File: config.mk
export PLATFORM = sky130hd
export DESIGN_NAME = seg7_scan_capture
export DESIGN_NICKNAME = d
export VERILOG_FILES = /design/src/rtl/seg7_defs_pkg.sv /design/src/rtl/seg7_glyph_decode.sv /design/src/rtl/seg7_scan_capture.sv
export SDC_FILE = /design/constraint.sdc
export NUM_CORES = 1
export LEC_CHECK = 0
export CAP_MARGIN = 5
export CELL_PAD_IN_SITES_DETAIL_PLACEMENT = 1
export CELL_PAD_IN_SITES_GLOBAL_PLACEMENT = 1
export CORE_MARGIN = 2
export CORE_UTILIZATION = 43
export DETAILED_ROUTE_END_ITERATION = 8
export PLACE_DENSITY = 0.77
export SLEW_MARGIN = 20
export SYNTH_ARGS = -nofsm -noshare
export SYNTH_HDL_FRONTEND = slang
export SYNTH_SLANG_ARGS = --single-unit
File: constraint.sdc
create_clock -name clk -period 2.2 [get_ports clk]
set_input_delay 0.33 -clock clk [delete_from_list [all_inputs] [get_ports clk]]
set_output_delay 0.33 -clock clk [all_outputs]
set_load 0.01 [all_outputs]
File: src/rtl/seg7_defs_pkg.sv
// Shared 7-segment definitions: cathode glyphs, anode scan codes and special digit codes.
// Used by both the display driver and the scan capture side.
package seg7_defs_pkg;

    // Active-low cathode glyphs, bit7 = DP
    localparam logic [7:0] GLYPH_0     = 8'hC0;
    localparam logic [7:0] GLYPH_1     = 8'hF9;
    localparam logic [7:0] GLYPH_2     = 8'hA4;
    localparam logic [7:0] GLYPH_3     = 8'hB0;
    localparam logic [7:0] GLYPH_4     = 8'h99;
    localparam logic [7:0] GLYPH_5     = 8'h92;
    localparam logic [7:0] GLYPH_6     = 8'h82;
    localparam logic [7:0] GLYPH_7     = 8'hF8;
    localparam logic [7:0] GLYPH_8     = 8'h80;
    localparam logic [7:0] GLYPH_9     = 8'h90;
    localparam logic [7:0] GLYPH_C     = 8'hC6;
    localparam logic [7:0] GLYPH_BLANK = 8'hAA;

    localparam logic [3:0] ANODE_D0 = 4'b0111;
    localparam logic [3:0] ANODE_D1 = 4'b1011;
    localparam logic [3:0] ANODE_D2 = 4'b1101;
    localparam logic [3:0] ANODE_D3 = 4'b1110;

    localparam logic [3:0] CODE_C     = 4'hC;
    localparam logic [3:0] CODE_BLANK = 4'hE;
    localparam logic [3:0] CODE_ERR   = 4'hF;

    typedef struct packed {
        logic [3:0] anode;
        logic [7:0] cathode;
    } scan_sample_t;

    typedef struct packed {
        logic       legal;
        logic [1:0] pos;
    } anode_dec_t;

    // Map an anode scan code to its digit position; exactly one low line is legal
    function automatic anode_dec_t decode_anode(input logic [3:0] anode);
        anode_dec_t dec;
        dec = '{legal: 1'b1, pos: 2'd0};
        case (anode)
            ANODE_D0: dec.pos = 2'd0;
            ANODE_D1: dec.pos = 2'd1;
            ANODE_D2: dec.pos = 2'd2;
            ANODE_D3: dec.pos = 2'd3;
            default:  dec.legal = 1'b0;
        endcase
        return dec;
    endfunction

endpackage

File: src/rtl/seg7_glyph_decode.sv
// Combinational cathode-pattern to digit-code decoder; unknown patterns give CODE_ERR.
module seg7_glyph_decode
    import seg7_defs_pkg::*;
(
    input  logic [7:0] cathode,
    output logic [3:0] code,
    output logic       illegal
);

    always_comb begin
        code    = CODE_ERR;
        illegal = 1'b0;
        case (cathode)
            GLYPH_0:     code = 4'h0;
            GLYPH_1:     code = 4'h1;
            GLYPH_2:     code = 4'h2;
            GLYPH_3:     code = 4'h3;
            GLYPH_4:     code = 4'h4;
            GLYPH_5:     code = 4'h5;
            GLYPH_6:     code = 4'h6;
            GLYPH_7:     code = 4'h7;
            GLYPH_8:     code = 4'h8;
            GLYPH_9:     code = 4'h9;
            GLYPH_C:     code = CODE_C;
            GLYPH_BLANK: code = CODE_BLANK;
            default:     illegal = 1'b1;
        endcase
    end

endmodule

File: src/rtl/seg7_scan_capture.sv
// Watches a multiplexed 7-segment scan, qualifies each dwell and rebuilds the four digit codes.
// Flags completed frames, illegal glyphs and a stalled scan.
module seg7_scan_capture
    import seg7_defs_pkg::*;
#(
    parameter int unsigned STABLE_CYCLES  = 4,
    parameter int unsigned TIMEOUT_CYCLES = 1048576,
    parameter int unsigned TIMEOUT_W      = 21
) (
    input  logic       clk,
    input  logic       reset,
    input  logic [3:0] anode_in,
    input  logic [7:0] cathode_in,
    output logic [3:0] digit0,
    output logic [3:0] digit1,
    output logic [3:0] digit2,
    output logic [3:0] digit3,
    output logic [3:0] digit_valid,
    output logic       frame_valid,
    output logic       decode_err,
    output logic       stale
);

    localparam int unsigned STAB_W = $clog2(STABLE_CYCLES);
    localparam logic [STAB_W-1:0]    STAB_MAX  = STAB_W'(STABLE_CYCLES - 1);
    localparam logic [TIMEOUT_W-1:0] IDLE_LAST = TIMEOUT_W'(TIMEOUT_CYCLES - 1);
    localparam logic [TIMEOUT_W-1:0] IDLE_MAX  = TIMEOUT_W'(TIMEOUT_CYCLES);

    localparam logic [0:0] ST_HUNT   = 1'b0;
    localparam logic [0:0] ST_LOCKED = 1'b1;

    scan_sample_t          sample_q;
    scan_sample_t          held_q;
    logic [STAB_W-1:0]     stab_cnt;
    logic [TIMEOUT_W-1:0]  idle_cnt;
    logic [3:0]            seen_mask;
    logic [3:0]            digits [4];
    logic [0:0]            state;
    logic [0:0]            state_nxt;
    logic                  capture;
    logic                  same;
    anode_dec_t            anode_dec;
    logic [3:0]            pos_bit;
    logic [3:0]            glyph_code;
    logic                  glyph_illegal;

    assign same      = (sample_q == held_q);
    assign anode_dec = decode_anode(sample_q.anode);
    assign pos_bit   = 4'b0001 << anode_dec.pos;

    seg7_glyph_decode u_glyph (
        .cathode (sample_q.cathode),
        .code    (glyph_code),
        .illegal (glyph_illegal)
    );

    always_ff @(posedge clk) begin
        if (reset) state <= ST_HUNT;
        else       state <= state_nxt;
    end

    // A dwell is captured once, when it has stayed stable long enough while hunting
    always_comb begin
        state_nxt = state;
        capture   = 1'b0;
        if (!same) begin
            state_nxt = ST_HUNT;
        end else if (state == ST_HUNT && stab_cnt == STAB_MAX && anode_dec.legal) begin
            capture   = 1'b1;
            state_nxt = ST_LOCKED;
        end
    end

    always_ff @(posedge clk) begin
        if (reset) begin
            sample_q    <= scan_sample_t'('1);
            held_q      <= scan_sample_t'('1);
            stab_cnt    <= '0;
            idle_cnt    <= '0;
            seen_mask   <= '0;
            digits      <= '{default: 4'h0};
            digit_valid <= '0;
            frame_valid <= 1'b0;
            decode_err  <= 1'b0;
            stale       <= 1'b0;
        end else begin
            sample_q    <= {anode_in, cathode_in};
            held_q      <= sample_q;
            frame_valid <= 1'b0;

            if (!same)                     stab_cnt <= '0;
            else if (stab_cnt != STAB_MAX) stab_cnt <= stab_cnt + STAB_W'(1);

            // A capture on the timeout edge wins and keeps the scan fresh
            if (capture) begin
                digits[anode_dec.pos]      <= glyph_code;
                digit_valid[anode_dec.pos] <= 1'b1;
                idle_cnt                   <= '0;
                stale                      <= 1'b0;
                if (glyph_illegal) decode_err <= 1'b1;
                if ((seen_mask | pos_bit) == 4'b1111) begin
                    frame_valid <= 1'b1;
                    seen_mask   <= '0;
                end else begin
                    seen_mask <= seen_mask | pos_bit;
                end
            end else if (idle_cnt == IDLE_LAST) begin
                idle_cnt    <= IDLE_MAX;
                stale       <= 1'b1;
                digit_valid <= '0;
                seen_mask   <= '0;
            end else if (idle_cnt != IDLE_MAX) begin
                idle_cnt <= idle_cnt + TIMEOUT_W'(1);
            end
        end
    end

    assign digit0 = digits[0];
    assign digit1 = digits[1];
    assign digit2 = digits[2];
    assign digit3 = digits[3];

endmodule

==> flow_summary.yaml <==
logic_synthesis:
  ys_types: 49
  synth_top_cell_area_share_pct: 45.9
  ys_seq_area_share_pct: 45.9
  ys_async_sr_fraction_pct: 0
  yosys_warnings: 0
  netlist_area_mm2: 0.00327
  syn_inst: 355
  synthSimpleGateAreaFrac_pct: 27.1
  synth.avg_cell_area_um2: 9.21
  synth-compound-area-share_pct: 10.1
  synth-xor-area-share_pct: 8.84
  muxShareOfSynthArea_pct: 3.41
  synth.largest_area_cell: "dfxtp_1"
  synthTopCellsByArea: "dfxtp_1, nor2_1, or2_2, xnor2_1, xor2_1"
  synth_top_family_by_area: "simple AND/OR/NAND/NOR gates"
  ys_ff_latch: 75
  synth_adder_area_share_pct: 1.15
  synth-main-ff-cell: "dfxtp_1"
  synth_edf_count: 0
  syn_nets: 372
global_route:
  antenna_found_initial: 0
  gr-usage-met1_pct: 24.8
  track_usage_pct: 20.5
  grt-ovfl-total: 0
  grt_max_degree: 41
  grt_use_met2_pct: 35.7
  first_global_vias: 2871
  grt_pass1_wl_um: 13700
  gr-usage-met3_pct: 3.90
  grt_busiest_layer: "met2"
layout:
  fillers: 851
  final_cells: 512
  drive_above_1_share_pct: 19.1
  final_common_cell: "dfxtp_1"
  syn_to_final_growth_pct: 27.0
  final_core_util_pct: 56.9
  stdcell_area_mm2: 0.00415
  layout.nets: 426
  antenna_cells: 0
  layout_common_cells: "dfxtp_1, nor2_1, clkdlybuf4s50_1, or2_2, buf_4"
timing:
  maxSlewViolCount: 0
  finalCritPeriodShare_pct: 93.8
  final_hold_viol_count: 0
  max_slew_margin_pct: 68.7
  worst_slack_ns: 0.136
  worst_slew_pin_slew_ns: 0.469
  min_period_ns: 2.06
  setup_violations: 0
  fin_skew_ns: 0.00726
  max_freq_ghz: 0.485
critical_path:
  end_kind: "flop"
  crit_start: "sample_q[9]"
  crit_arrival_ns: 2.35
  worstReg2RegStart: "sample_q[9]"
  worstSetupPathType: "flop to flop"
  worst_setup_path_start_kind: "flop"
  worstRegToRegCells: 7
  worstPathRequired_ns: 2.49
  crit_fanout: 6
detailed_routing:
  dr.pass1.iters: 4
  postRouteAntennaNets: 0
  wl_per_cell_um: 16.1
  drt-total-wl_um: 8220
  drtIter0Drc: 45
  drc: 0
  via_count: 2660
  avgViaCountPerCell: 5.20
outcome:
  status: "completed"
floorplanning:
  io_pins: 37
  dieArea_mm2: 0.00832
  die_w_um: 91.2
  initial_core_util_pct: 44.8
  die_height_um: 91.2
  num_rows: 31
  fp.coreArea_mm2: 0.00729
placement:
  dpl.hpwl_um: 5600
  numPortBuffers: 36
  dpl_worst_slack_ns: 0.0329
  place_area_mm2: 0.00382
  place_inst: 492
  routabilityCongestion: 0.861
clocking:
  clock_latency_ns: 0.34
  cts_max_level: 3
  cts_hold_buf: 0
  clock-sinks: 75
  cts_root_buffer: "clkbuf_8"
  numCtsBuffers: 9
  cts_tree: "built"
  clockBufferDepth: 2
  cts.clk_slew.worst_paths_ns: 0.08
flow_run:
  drv_cap: 0
hold_path:
  min_from: "seen_mask[2]"
  hp-class: "flop to flop"
  whs_path_depth: 1
power:
  p_leak_nw: 1.56
  peakVddDrop_uv: 308
  p_per_area_mw_per_mm2: 703
==> power by group <==
part | internal [mW] | leakage, nW | switching, mW
registers | 1.38 | 0.610 | 0.0190
logic | 0.0978 | 0.832 | 0.103
clock network | 0.810 | 0.122 | 0.506
total | 2.29 | 1.56 | 0.628
==> final timing paths <==
kind	slack, ns	to
hold reg to reg	0.47	seen_mask[2]
hold / removal	0.47	seen_mask[2]
setup / recovery	0.14	digit_valid[1]
setup reg to reg	0.14	digit_valid[1]
==> cell type report <==
cell class / count / area (µm²) / area share, %
repair buffers: 60 / 544 / 13.1
well taps: 99 / 124 / 2.98
flip-flops and latches: 75 / 1500 / 36.2
clock buffers: 11 / 151 / 3.65
multi-input cells: 253 / 1700 / 40.8
inverters: 10 / 37.5 / 0.904
clock inverters: 4 / 97.6 / 2.35
==> synthesized netlist by cell type (2+ instances only) <==
library cell	instances
o21ai_1	4
a211oi_1	9
and3_1	7
or2_2	24
buf_2	6
clkbuf_1	9
nor3_4	3
dfxtp_1	75
and4_1	2
ha_1	3
o21ai_0	2
nor4bb_1	3
o21bai_1	2
nand2b_1	3
nand3_1	10
xor2_1	16
nand4_1	5
a21oi_1	6
a31oi_1	4
inv_1	10
nor3b_1	3
o2111ai_1	2
o211ai_1	3
nor2_1	50
nand4b_1	3
nand2_1	14
nor2b_1	5
nor3_1	11
mux2i_1	10
nor4_1	7
o21a_1	10
xnor2_1	17
==> flip-flops by register name (all words and copies together), names as in the netlist <==
register and cells:
state 1, digit1 4, stab_cnt 2, digit2 4, digit0 4, frame_valid 1
sample_q 12, digit_valid 4, digit3 4, stale 1, seen_mask 4, idle_cnt 21
held_q 12, decode_err 1
==> metrics by stage <==
stage                     hold slack [ns]  total power, mW  setup TNS (ns)
after floorplan                     0.434             1.55               0
after global placement              0.454             1.62               0
after detailed placement            0.458             1.63               0
after CTS                           0.477             2.94               0
after global routing                0.499             3.02        -0.00812
final                               0.474             2.92               0
==> worst max-delay path: stages, from the launching register on <==
cell and delay [ns]:
dfxtp_1 0.33, xor2_1 0.18, nor4_2 0.26, or3b_4 0.49, nor3_4 0.35, buf_4 0.18
buf_4 0.09, o21a_1 0.12
==> timing repair <==
item | 4_1_cts | 5_1_grt
setup endpoints to repair | 3 | 40
buffers inserted | 0 | 5
pin swaps | 2 | 3
gates resized for setup | 0 | 10
==> routing by layer <==
metal,routed length [µm],part of all wire (%)
met1,3700,45
met2,4180,51
met3,216,2.6
met4,133,1.6
met5,0,0
==> cell families (layout without fill, tap and decap cells) <==
family          count (synthesis)  count (layout)
simple gates                  159             159
buf+inv                        27              85
flops                          75              75
compound gates                 47              47
fa+ha+maj                       3               3
mux                            11              11
xor+xnor                       33              33
No activity file was read; power rests on OpenSTA's default activity.
